$ cat src/rtl/ray_dispatch_ctrl.sv
// ray_dispatch_ctrl
//   Sequences one ambient-occlusion frame over NUM_LANES traversal lanes.
//   Ray IDs 0..num_rays-1 are handed to idle lanes (at most one load per
//   cycle, round-robin). Lane completions are arbitrated round-robin onto a
//   single registered result port. The frame cycle counter runs while busy,
//   and the controller reports DONE once every ray has retired.
//
// Ports
//   clock, reset        clock; synchronous active-high reset
//   start_i, num_rays_i frame start pulse (honoured in IDLE/DONE) and ray count
//   disp_*              per-lane ray issue (valid/ready, ID packed by lane)
//   cmpl_*              per-lane completion (ID, fp32 hit distance, ready)
//   res_*               arbitrated result stream (registered valid/ID/hitT)
//   busy_o, finish_o    RUN or DRAIN / DONE
//   rays_done_o         completions accepted this frame
//   cycle_count_o       RUN+DRAIN cycles this frame, saturating
//
// state   | meaning
// S_IDLE  | waiting for first start after reset
// S_RUN   | issuing ray IDs to idle lanes
// S_DRAIN | all IDs handed out, waiting for issues/completions to retire
// S_DONE  | frame complete; counters frozen until next start
module ray_dispatch_ctrl #(
  parameter int NUM_LANES = 2,
  parameter int ID_W      = 32,
  parameter int CNT_W     = 64
) (
  input  logic                      clock,
  input  logic                      reset,
  input  logic                      start_i,
  input  logic [ID_W-1:0]           num_rays_i,
  output logic [NUM_LANES-1:0]      disp_valid_o,
  output logic [NUM_LANES*ID_W-1:0] disp_ray_id_o,
  input  logic [NUM_LANES-1:0]      disp_ready_i,
  input  logic [NUM_LANES-1:0]      cmpl_valid_i,
  input  logic [NUM_LANES*ID_W-1:0] cmpl_ray_id_i,
  input  logic [NUM_LANES*32-1:0]   cmpl_hitT_i,
  output logic [NUM_LANES-1:0]      cmpl_ready_o,
  output logic                      res_valid_o,
  output logic [ID_W-1:0]           res_ray_id_o,
  output logic [31:0]               res_hitT_o,
  input  logic                      res_ready_i,
  output logic                      busy_o,
  output logic                      finish_o,
  output logic [ID_W-1:0]           rays_done_o,
  output logic [CNT_W-1:0]          cycle_count_o
);

  localparam int PTR_W = (NUM_LANES > 1) ? $clog2(NUM_LANES) : 1;

  typedef enum logic [1:0] {S_IDLE, S_RUN, S_DRAIN, S_DONE} state_t;

  state_t                    state_q, state_d;
  logic [ID_W-1:0]           num_rays_q, num_rays_d;
  logic [ID_W-1:0]           next_id_q, next_id_d;
  logic [ID_W-1:0]           rays_done_q, rays_done_d;
  logic [CNT_W-1:0]          cycle_count_q, cycle_count_d;
  logic [PTR_W-1:0]          d_ptr_q, d_ptr_d;
  logic [PTR_W-1:0]          c_ptr_q, c_ptr_d;
  logic [NUM_LANES-1:0]      disp_valid_q, disp_valid_d;
  logic [NUM_LANES*ID_W-1:0] disp_ray_id_q, disp_ray_id_d;
  logic                      res_valid_q, res_valid_d;
  logic [ID_W-1:0]           res_ray_id_q, res_ray_id_d;
  logic [31:0]               res_hitT_q, res_hitT_d;

  logic             start_ok, busy;
  logic             load_en, grant_en, cmpl_xfer;
  logic [PTR_W-1:0] load_lane, grant, idx;

  always_comb begin
    state_d       = state_q;
    num_rays_d    = num_rays_q;
    next_id_d     = next_id_q;
    rays_done_d   = rays_done_q;
    cycle_count_d = cycle_count_q;
    d_ptr_d       = d_ptr_q;
    c_ptr_d       = c_ptr_q;
    res_valid_d   = res_valid_q;
    res_ray_id_d  = res_ray_id_q;
    res_hitT_d    = res_hitT_q;
    disp_ray_id_d = disp_ray_id_q;
    cmpl_ready_o  = '0;
    idx           = '0;
    load_en       = 1'b0;
    load_lane     = '0;
    grant_en      = 1'b0;
    grant         = '0;

    start_ok = start_i && (state_q == S_IDLE || state_q == S_DONE);
    busy     = (state_q == S_RUN) || (state_q == S_DRAIN);

    // Lanes that hand off their ray this edge are only reloadable next edge,
    // so the candidate search looks at the registered valid bits.
    disp_valid_d = disp_valid_q & ~disp_ready_i;

    if (state_q == S_RUN && next_id_q != num_rays_q) begin
      for (int k = 0; k < NUM_LANES; k++) begin
        idx = PTR_W'((int'(d_ptr_q) + k) % NUM_LANES);
        if (!load_en && !disp_valid_q[idx]) begin
          load_en   = 1'b1;
          load_lane = idx;
        end
      end
    end

    if (load_en) begin
      disp_valid_d[load_lane]                        = 1'b1;
      disp_ray_id_d[int'(load_lane)*ID_W +: ID_W]    = next_id_q;
      next_id_d                                      = next_id_q + ID_W'(1);
      d_ptr_d = PTR_W'((int'(load_lane) + 1) % NUM_LANES);
    end

    if (busy) begin
      for (int k = 0; k < NUM_LANES; k++) begin
        idx = PTR_W'((int'(c_ptr_q) + k) % NUM_LANES);
        if (!grant_en && cmpl_valid_i[idx]) begin
          grant_en = 1'b1;
          grant    = idx;
        end
      end
    end

    // Result slot is reusable in the same cycle it drains: full throughput.
    cmpl_xfer = grant_en && (!res_valid_q || res_ready_i);
    if (cmpl_xfer) begin
      cmpl_ready_o[grant] = 1'b1;
      res_valid_d         = 1'b1;
      res_ray_id_d        = cmpl_ray_id_i[int'(grant)*ID_W +: ID_W];
      res_hitT_d          = cmpl_hitT_i[int'(grant)*32 +: 32];
      rays_done_d         = rays_done_q + ID_W'(1);
      c_ptr_d             = PTR_W'((int'(grant) + 1) % NUM_LANES);
    end else if (res_valid_q && res_ready_i) begin
      res_valid_d = 1'b0;
    end

    if (busy && cycle_count_q != '1) begin
      cycle_count_d = cycle_count_q + CNT_W'(1);
    end

    case (state_q)
      S_RUN:   if (next_id_q == num_rays_q) state_d = S_DRAIN;
      S_DRAIN: if (rays_done_q == num_rays_q && !res_valid_q) state_d = S_DONE;
      default: ;
    endcase

    if (start_ok) begin
      num_rays_d    = num_rays_i;
      next_id_d     = '0;
      rays_done_d   = '0;
      cycle_count_d = '0;
      state_d       = (num_rays_i == '0) ? S_DONE : S_RUN;
    end
  end

  always_ff @(posedge clock) begin
    if (reset) begin
      state_q       <= S_IDLE;
      num_rays_q    <= '0;
      next_id_q     <= '0;
      rays_done_q   <= '0;
      cycle_count_q <= '0;
      d_ptr_q       <= '0;
      c_ptr_q       <= '0;
      disp_valid_q  <= '0;
      disp_ray_id_q <= '0;
      res_valid_q   <= 1'b0;
      res_ray_id_q  <= '0;
      res_hitT_q    <= '0;
    end else begin
      state_q       <= state_d;
      num_rays_q    <= num_rays_d;
      next_id_q     <= next_id_d;
      rays_done_q   <= rays_done_d;
      cycle_count_q <= cycle_count_d;
      d_ptr_q       <= d_ptr_d;
      c_ptr_q       <= c_ptr_d;
      disp_valid_q  <= disp_valid_d;
      disp_ray_id_q <= disp_ray_id_d;
      res_valid_q   <= res_valid_d;
      res_ray_id_q  <= res_ray_id_d;
      res_hitT_q    <= res_hitT_d;
    end
  end

  assign disp_valid_o  = disp_valid_q;
  assign disp_ray_id_o = disp_ray_id_q;
  assign res_valid_o   = res_valid_q;
  assign res_ray_id_o  = res_ray_id_q;
  assign res_hitT_o    = res_hitT_q;
  assign busy_o        = (state_q == S_RUN) || (state_q == S_DRAIN);
  assign finish_o      = (state_q == S_DONE);
  assign rays_done_o   = rays_done_q;
  assign cycle_count_o = cycle_count_q;

endmodule

$ cat config.mk
export PLATFORM = sky130hd
export DESIGN_NAME = ray_dispatch_ctrl
export DESIGN_NICKNAME = d
export VERILOG_FILES = /design/src/rtl/ray_dispatch_ctrl.sv
export SDC_FILE = /design/constraint.sdc
export NUM_CORES = 1
export LEC_CHECK = 0
export CAP_MARGIN = 5
export CORE_MARGIN = 2
export CORE_UTILIZATION = 49
export CTS_BUF_LIST = sky130_fd_sc_hd__clkbuf_2
export CTS_CLUSTER_DIAMETER = 100
export DETAILED_ROUTE_END_ITERATION = 8
export PLACE_DENSITY_LB_ADDON = 0.08
export SLEW_MARGIN = 30
export SYNTH_ARGS = -nofsm -noshare
export SYNTH_HDL_FRONTEND = slang
export SYNTH_SLANG_ARGS = --single-unit
$ cat constraint.sdc
create_clock -name clock -period 2.7 [get_ports clock]
set_input_delay 0.405 -clock clock [delete_from_list [all_inputs] [get_ports clock]]
set_output_delay 0.405 -clock clock [all_outputs]
set_load 0.05 [all_outputs]
==> results.json, run 1 <==
{
  "fin_tns_setup_ps": 0,
  "yosys_warnings": 0,
  "synth_largest_area_cell": "dfxtp_1",
  "grt_usage": 0.296,
  "vias": 13300,
  "htree_num_levels": 3,
  "fill_cells": 2391,
  "synth_top_family_by_area": "simple AND/OR/NAND/NOR gates",
  "cpMaxStageDelayCell": "clkdlybuf4s50_1",
  "power_frac_comb": 0.444,
  "clkSinkCount": 295,
  "synthArstFlopShare": 0,
  "yosysTopAreaCellShare": 0.432,
  "drt_pass1_iterations": 6,
  "hold_path_class": "in2reg",
  "first_iter_violations": 923,
  "timing.slew.headroom": 0.403,
  "routed_wl_um": 44100,
  "drv_slew": 0,
  "setup_viol": 0,
  "p_per_area_nw_per_um2": 813,
  "hold_viol": 0,
  "worstSkewPairLatency_ps": 880,
  "synthMuxAreaShare": 0.0982,
  "status": "completed",
  "clockBufferDepth": 3,
  "synth_area_leaders": "dfxtp_1, mux2i_1, xor2_1",
  "place_ws_ps": 113,
  "p_clk_frac": 0.198,
  "internal-power_mw": 8.62,
  "final_common_cell": "clkdlybuf4s50_1",
  "clock.fmax_ghz": 0.376,
  "cp_num_cells": 1,
  "routed_via_density": 5.56,
  "tightestPinTransition_ps": 873,
  "synth_fp_nets": 1710,
  "max_cap_violations": 0,
  "route.detailed.drc": 0,
  "rsz0062_at_grt": "false",
  "cts_tree": "built",
  "grt_pass1_wl_um": 68300,
  "ir_worst_vdd_mv": 0.741,
  "rrSetupSlack_ps": 150,
  "area_growth_pct": 38.4,
  "cp.buffers_inverters": 1,
  "switching_share": 0.439,
  "setup.worst_path.start_class": "register",
  "grt_max_degree": 102,
  "initial_core_util": 0.494,
  "synth-edff-count": 0,
  "drive_gt1_frac": 0.103,
  "endpoint_kind": "output pin",
  "period_minus_slack_ps": 2660,
  "rows": 61,
  "placedCellCount": 2259,
  "io_pins": 399,
  "p_seq_frac": 0.358,
  "synth_area_um2": 13700,
  "synthXorXnorAreaFrac": 0.0712,
  "fin_crit_sh": 0.984,
  "cp_cell_sequence": "clkdlybuf4s50_1",
  "seq_area_frac_synth": 0.432,
  "worstSetupPathType": "reg2out",
  "p_leak_nw": 7.64,
  "synthSimpleGateAreaFrac": 0.223,
  "ant_nets": 0,
  "clk_pin_slew_worst_paths_ps": 120,
  "slowest_delay_ps": 880,
  "numCtsBuffers": 77,
  "stdcell_count": 2385,
  "cp_data_arrival_time_ps": 2250,
  "wl_per_cell_um": 18.5,
  "synth_fa_ha_area_frac": 0.00733,
  "fin_worst_skew_ps": 90.1,
  "synth_ff_type": "dfxtp_1",
  "cts_root_buffer": "clkbuf_2",
  "hpwl_um": 32700,
  "final_cell_mix": "clkdlybuf4s50_1, dfxtp_1, nor2_1",
  "die_x_um": 171,
  "port_buffers": 398,
  "synth_compound_gate_area_share": 0.129,
  "netlist_instances": 1534,
  "required_ps": 2300,
  "synth_cell_type_count": 64,
  "core_area_um2": 27600,
  "die_height_um": 171,
  "r2r_cells": 7,
  "crit_family": "buffers and inverters",
  "min_path_cells": 3,
  "hold_ws_ps": 112,
  "antenna_found_initial": 3,
  "fin_ws_ps": 41.9,
  "syn_area_per_cell_um2": 8.90,
  "ys_ff_latch": 295,
  "crit_fanout": 5,
  "grt_pass1_vias": 12700,
  "layout.nets": 2139,
  "power_switching_mw": 6.73,
  "overflow": 0,
  "place_congestion": 0.996,
  "fp.dieArea_um2": 29200
}
Yosys cell counts (12+ instances only):
| library cell | count |
|---|---|
| nand3_1 | 51 |
| or4_1 | 39 |
| and4_1 | 12 |
| buf_2 | 14 |
| o31ai_1 | 35 |
| clkbuf_1 | 68 |
| nand2_1 | 114 |
| and3_1 | 14 |
| nor4_1 | 28 |
| nand4_1 | 42 |
| xnor2_1 | 24 |
| inv_1 | 24 |
| dfxtp_1 | 295 |
| xor2_1 | 87 |
| a211oi_1 | 65 |
| mux2i_1 | 134 |
| o21ai_0 | 28 |
| nor2_1 | 198 |
| or3_1 | 41 |
| a21oi_1 | 109 |
per-stage QoR:
step                utilization  power (mW)  area (um^2)
floorplan                     -        9.85        13700
global placement          0.658        12.2        18200
detailed placement        0.658        12.3        18200
CTS                       0.683        15.4        18900
global route              0.684        16.1        18900
finish                    0.684        15.4        18900
flip-flops by register name, indices dropped and copies added (netlist names):
name	count
d_ptr_q	1
cycle_count_o	64
rays_done_o	32
res_valid_o	1
disp_valid_o	2
res_ray_id_o	32
res_hitT_o	32
next_id_q	32
num_rays_q	32
disp_ray_id_o	64
c_ptr_q	1
state_q	2
worst paths after layout:
| kind | from | endpoint |
|---|---|---|
| worst max-delay path | rays_done_o[25] | rays_done_o[25] |
| worst min-delay path | num_rays_i[7] | num_rays_q[7] |
| worst max register to register | cycle_count_o[23] | cycle_count_o[62] |
| worst min register to register | cycle_count_o[1] | cycle_count_o[1] |
metal layers:
| metal | vias to the layer above | track usage | wire (um) |
|---|---|---|---|
| li1 | 6409 | - | - |
| met3 | 90 | 0.0629 | 3260 |
| met2 | 555 | 0.512 | 21700 |
| met4 | 2 | 0.120 | 1430 |
| met5 | - | 0 | 13 |
| met1 | 6206 | 0.359 | 17700 |
timing repair:
action                                 4_1_cts  5_1_grt
setup endpoints to repair                    9        6
cloned                                       0        0
pin swaps                                    2        1
endpoints found under the hold margin       50        0
setup buffers                                2        1
hold buffers                                 1        0
gates resized for setup                     14        6
cells by family (layout without fill, tap and decap cells):
kind of cell | after synthesis | count (layout)
simple gates | 587 | 587
flops | 295 | 295
compound gates | 273 | 273
mux | 134 | 134
buf+inv | 126 | 597
xor+xnor | 111 | 111
fa+ha+maj | 8 | 8
other cells | 0 | 2
power by group through the flow:
stage / clock, mW / combinational, mW / sequential (mW)
4_1_cts: 3.13 / 6.79 / 5.48
3_5_place_dp: 0 / 6.71 / 5.58
5_1_grt: 3.34 / 7.22 / 5.56
2_1_floorplan: 0 / 2.64 / 7.21
6_report: 3.05 / 6.82 / 5.49
3_3_place_gp: 0 / 6.66 / 5.56
area by class of cell:
type,instances,area (um^2),share of cell area
clock inverters,16,134,0.00708
clock buffers,105,526,0.0278
repair buffers,451,4470,0.236
flip-flops and latches,295,5910,0.313
inverters,25,93.8,0.00497
well taps,378,473,0.0250
diodes,2,5.00,0.000265
multi-input cells,1113,7290,0.386
No activity file was read; power rests on OpenSTA's default activity.
==> run 2: changes to the inputs <==
Settings changed: CORE_UTILIZATION 49 to 45.
Clock period 2.7 ns to 2.1 ns, I/O delays scaled along.
==> run 2 against run 1 <==
  * The flow now finishes with violations (negative setup slack)
  * Count of clock-buffer cells in the layout up 6
  * Sequential cell count unchanged
  * Non-clock buffer count up 309
  * Cell area up 21%
  * Critical endpoint is now cmpl_ready_o[0]
  * Highest routed layer is now met4
==> results.json, run 2 (synthesized netlist as in run 1, its figures left out) <==
{
  "first_iter_violations": 863,
  "clockBufferDepth": 3,
  "wl_met2_um": 25700,
  "max_cap_violations": 0,
  "layout.nets": 2450,
  "drive_gt1_frac": 0.421,
  "setup_viol": 155,
  "r2r_cells": 12,
  "crit_fanout": 3,
  "rrSetupSlack_ps": -230,
  "clk_pin_slew_worst_paths_ps": 90,
  "placed_area_um2": 20100,
  "port_buffers": 398,
  "route.detailed.drc": 0,
  "clkSinkCount": 295,
  "r2r-start": "state_q[0]",
  "cp_num_cells": 7,
  "htree_num_levels": 3,
  "vias": 15000,
  "endpoint_kind": "output pin",
  "io_pins": 399,
  "drv_slew": 0,
  "drt_pass1_iterations": 7,
  "overflow": 0,
  "rsz0062_at_grt": "true",
  "ant_nets": 0,
  "worstSkewPairLatency_ps": 890,
  "initial_core_util": 0.458,
  "routed_via_density": 5.50,
  "fill_cells": 2051,
  "hold_viol": 0,
  "grt_max_degree": 67,
  "cpMaxStageDelayCell": "dfxtp_2",
  "timing.slew.headroom": 0.518,
  "power_switching_mw": 9.66,
  "topRoutingLayerUsed": "met4",
  "final_common_cell": "buf_4",
  "wl_per_cell_um": 19.4,
  "worstSetupPathType": "reg2out",
  "post-route-util": 0.769,
  "finalPower_mw": 22.2,
  "ir_worst_vdd_mv": 0.617,
  "power_frac_comb": 0.503,
  "wl_met1_um": 20700,
  "fp.dieArea_um2": 31800,
  "grt_pass1_wl_um": 78300,
  "fin_area_um2": 22900,
  "grt_usage": 0.315,
  "area_growth_pct": 67.7,
  "numCtsBuffers": 78,
  "tightestPinTransition_ps": 723,
  "p_seq_frac": 0.312,
  "antenna_found_initial": 4,
  "required_ps": 1780,
  "hold_path_class": "in2reg",
  "p_per_area_nw_per_um2": 968,
  "cts_tree": "built",
  "setup.worst_path.start_class": "register",
  "p_leak_nw": 9.83,
  "min_to": "num_rays_q[7]",
  "fin_worst_skew_ps": 103,
  "status": "finished, violations left",
  "dr_wl_met3_um": 3790,
  "die_x_um": 178,
  "rows": 63,
  "final_cell_mix": "buf_4, dfxtp_1, nor2_1",
  "min_path_cells": 3,
  "crit_family": "flip-flops",
  "die_height_um": 178,
  "clock.fmax_ghz": 0.400,
  "grt_pass1_vias": 14700,
  "min_from": "num_rays_i[7]",
  "r2r_end": "rays_done_o[31]",
  "period_minus_slack_ps": 2500,
  "hpwl_um": 36100,
  "routed_wl_um": 52700,
  "cp_data_arrival_time_ps": 2180,
  "internal-power_mw": 12.5,
  "violations": "negative setup slack",
  "cp_cell_sequence": "inv_2 > ha_4 > o21bai_4 > buf_6 > nor2_4 > and2_4 > buf_12",
  "switching_share": 0.435,
  "slowest_delay_ps": 340,
  "cp.buffers_inverters": 3,
  "fin_ws_ps": -399,
  "stdcell_count": 2720,
  "fin_crit_sh": 1.19,
  "p_clk_frac": 0.185,
  "place_congestion": 0.910,
  "placedCellCount": 2479,
  "core_area_um2": 29800,
  "cts_root_buffer": "clkbuf_2"
}
==> run 2: per-stage QoR <==
step	hold slack [ps]	setup TNS [ps]	setup slack (ps)
after global routing	27.4	-23370	-508
final	74.8	-11960	-399
after floorplan	451	-4790	-252
after detailed placement	479	-13040	-204
after global placement	464	-6430	-159
after CTS	13.0	-7260	-503
==> run 2: worst max-delay path by stage <==
stage                            from                 to  slack (ps)
global placement      cmpl_valid_i[0]    rays_done_o[22]        -160
detailed placement  cycle_count_o[22]  cycle_count_o[18]        -200
CTS                        state_q[0]    cmpl_ready_o[0]        -500
global route               state_q[0]    cmpl_ready_o[0]        -510
finish                     state_q[0]    cmpl_ready_o[0]        -400
floorplan            cycle_count_o[1]  cycle_count_o[28]        -250
==> run 2: worst min-delay path, stage by stage <==
cell	delay [ps]
clkdlybuf4s50_1	440
nand2_1	70
a21oi_1	50
==> run 2: cell type report <==
cell class	instances	area [um^2]	share of cell area
diodes	4	10.0	0.000437
multi-input cells	1114	8360	0.365
clock inverters	21	149	0.00650
inverters	25	98.8	0.00432
flip-flops and latches	295	6160	0.269
clock buffers	111	556	0.0243
well taps	390	488	0.0213
repair buffers	760	7080	0.309
==> run 2: power by group through the flow <==
stage          logic (mW)  clock network [mW]  registers, mW
6_report             11.2                4.11           6.91
5_1_grt              11.7                4.49           7.00
4_1_cts              10.7                4.18           6.90
3_5_place_dp         9.43                   0           7.03
3_3_place_gp         9.33                   0           6.99
2_1_floorplan        3.57                   0           9.22
==> run 2: metal layers <==
layer / GRT usage / vias to the layer above
li1: - / 7038
met4: 0.161 / 0
met1: 0.383 / 7087
met2: 0.527 / 708
met3: 0.0631 / 135
met5: 0 / -
==> run 2: what timing repair did <==
item | in CTS | in global routing
hold endpoints to repair | 72 | 0
hold buffers | 10 | 0
gates cloned | 13 | 4
pin swaps | 85 | 120
setup buffers | 61 | 35
resized for setup | 743 | 300
setup endpoints to repair | 354 | 266
==> run 3: changes to the inputs <==
Settings changed: SLEW_MARGIN 30 to 20.
==> results of run 3 <==
The final DEF is identical to that of run 2; final timing and power are the same.
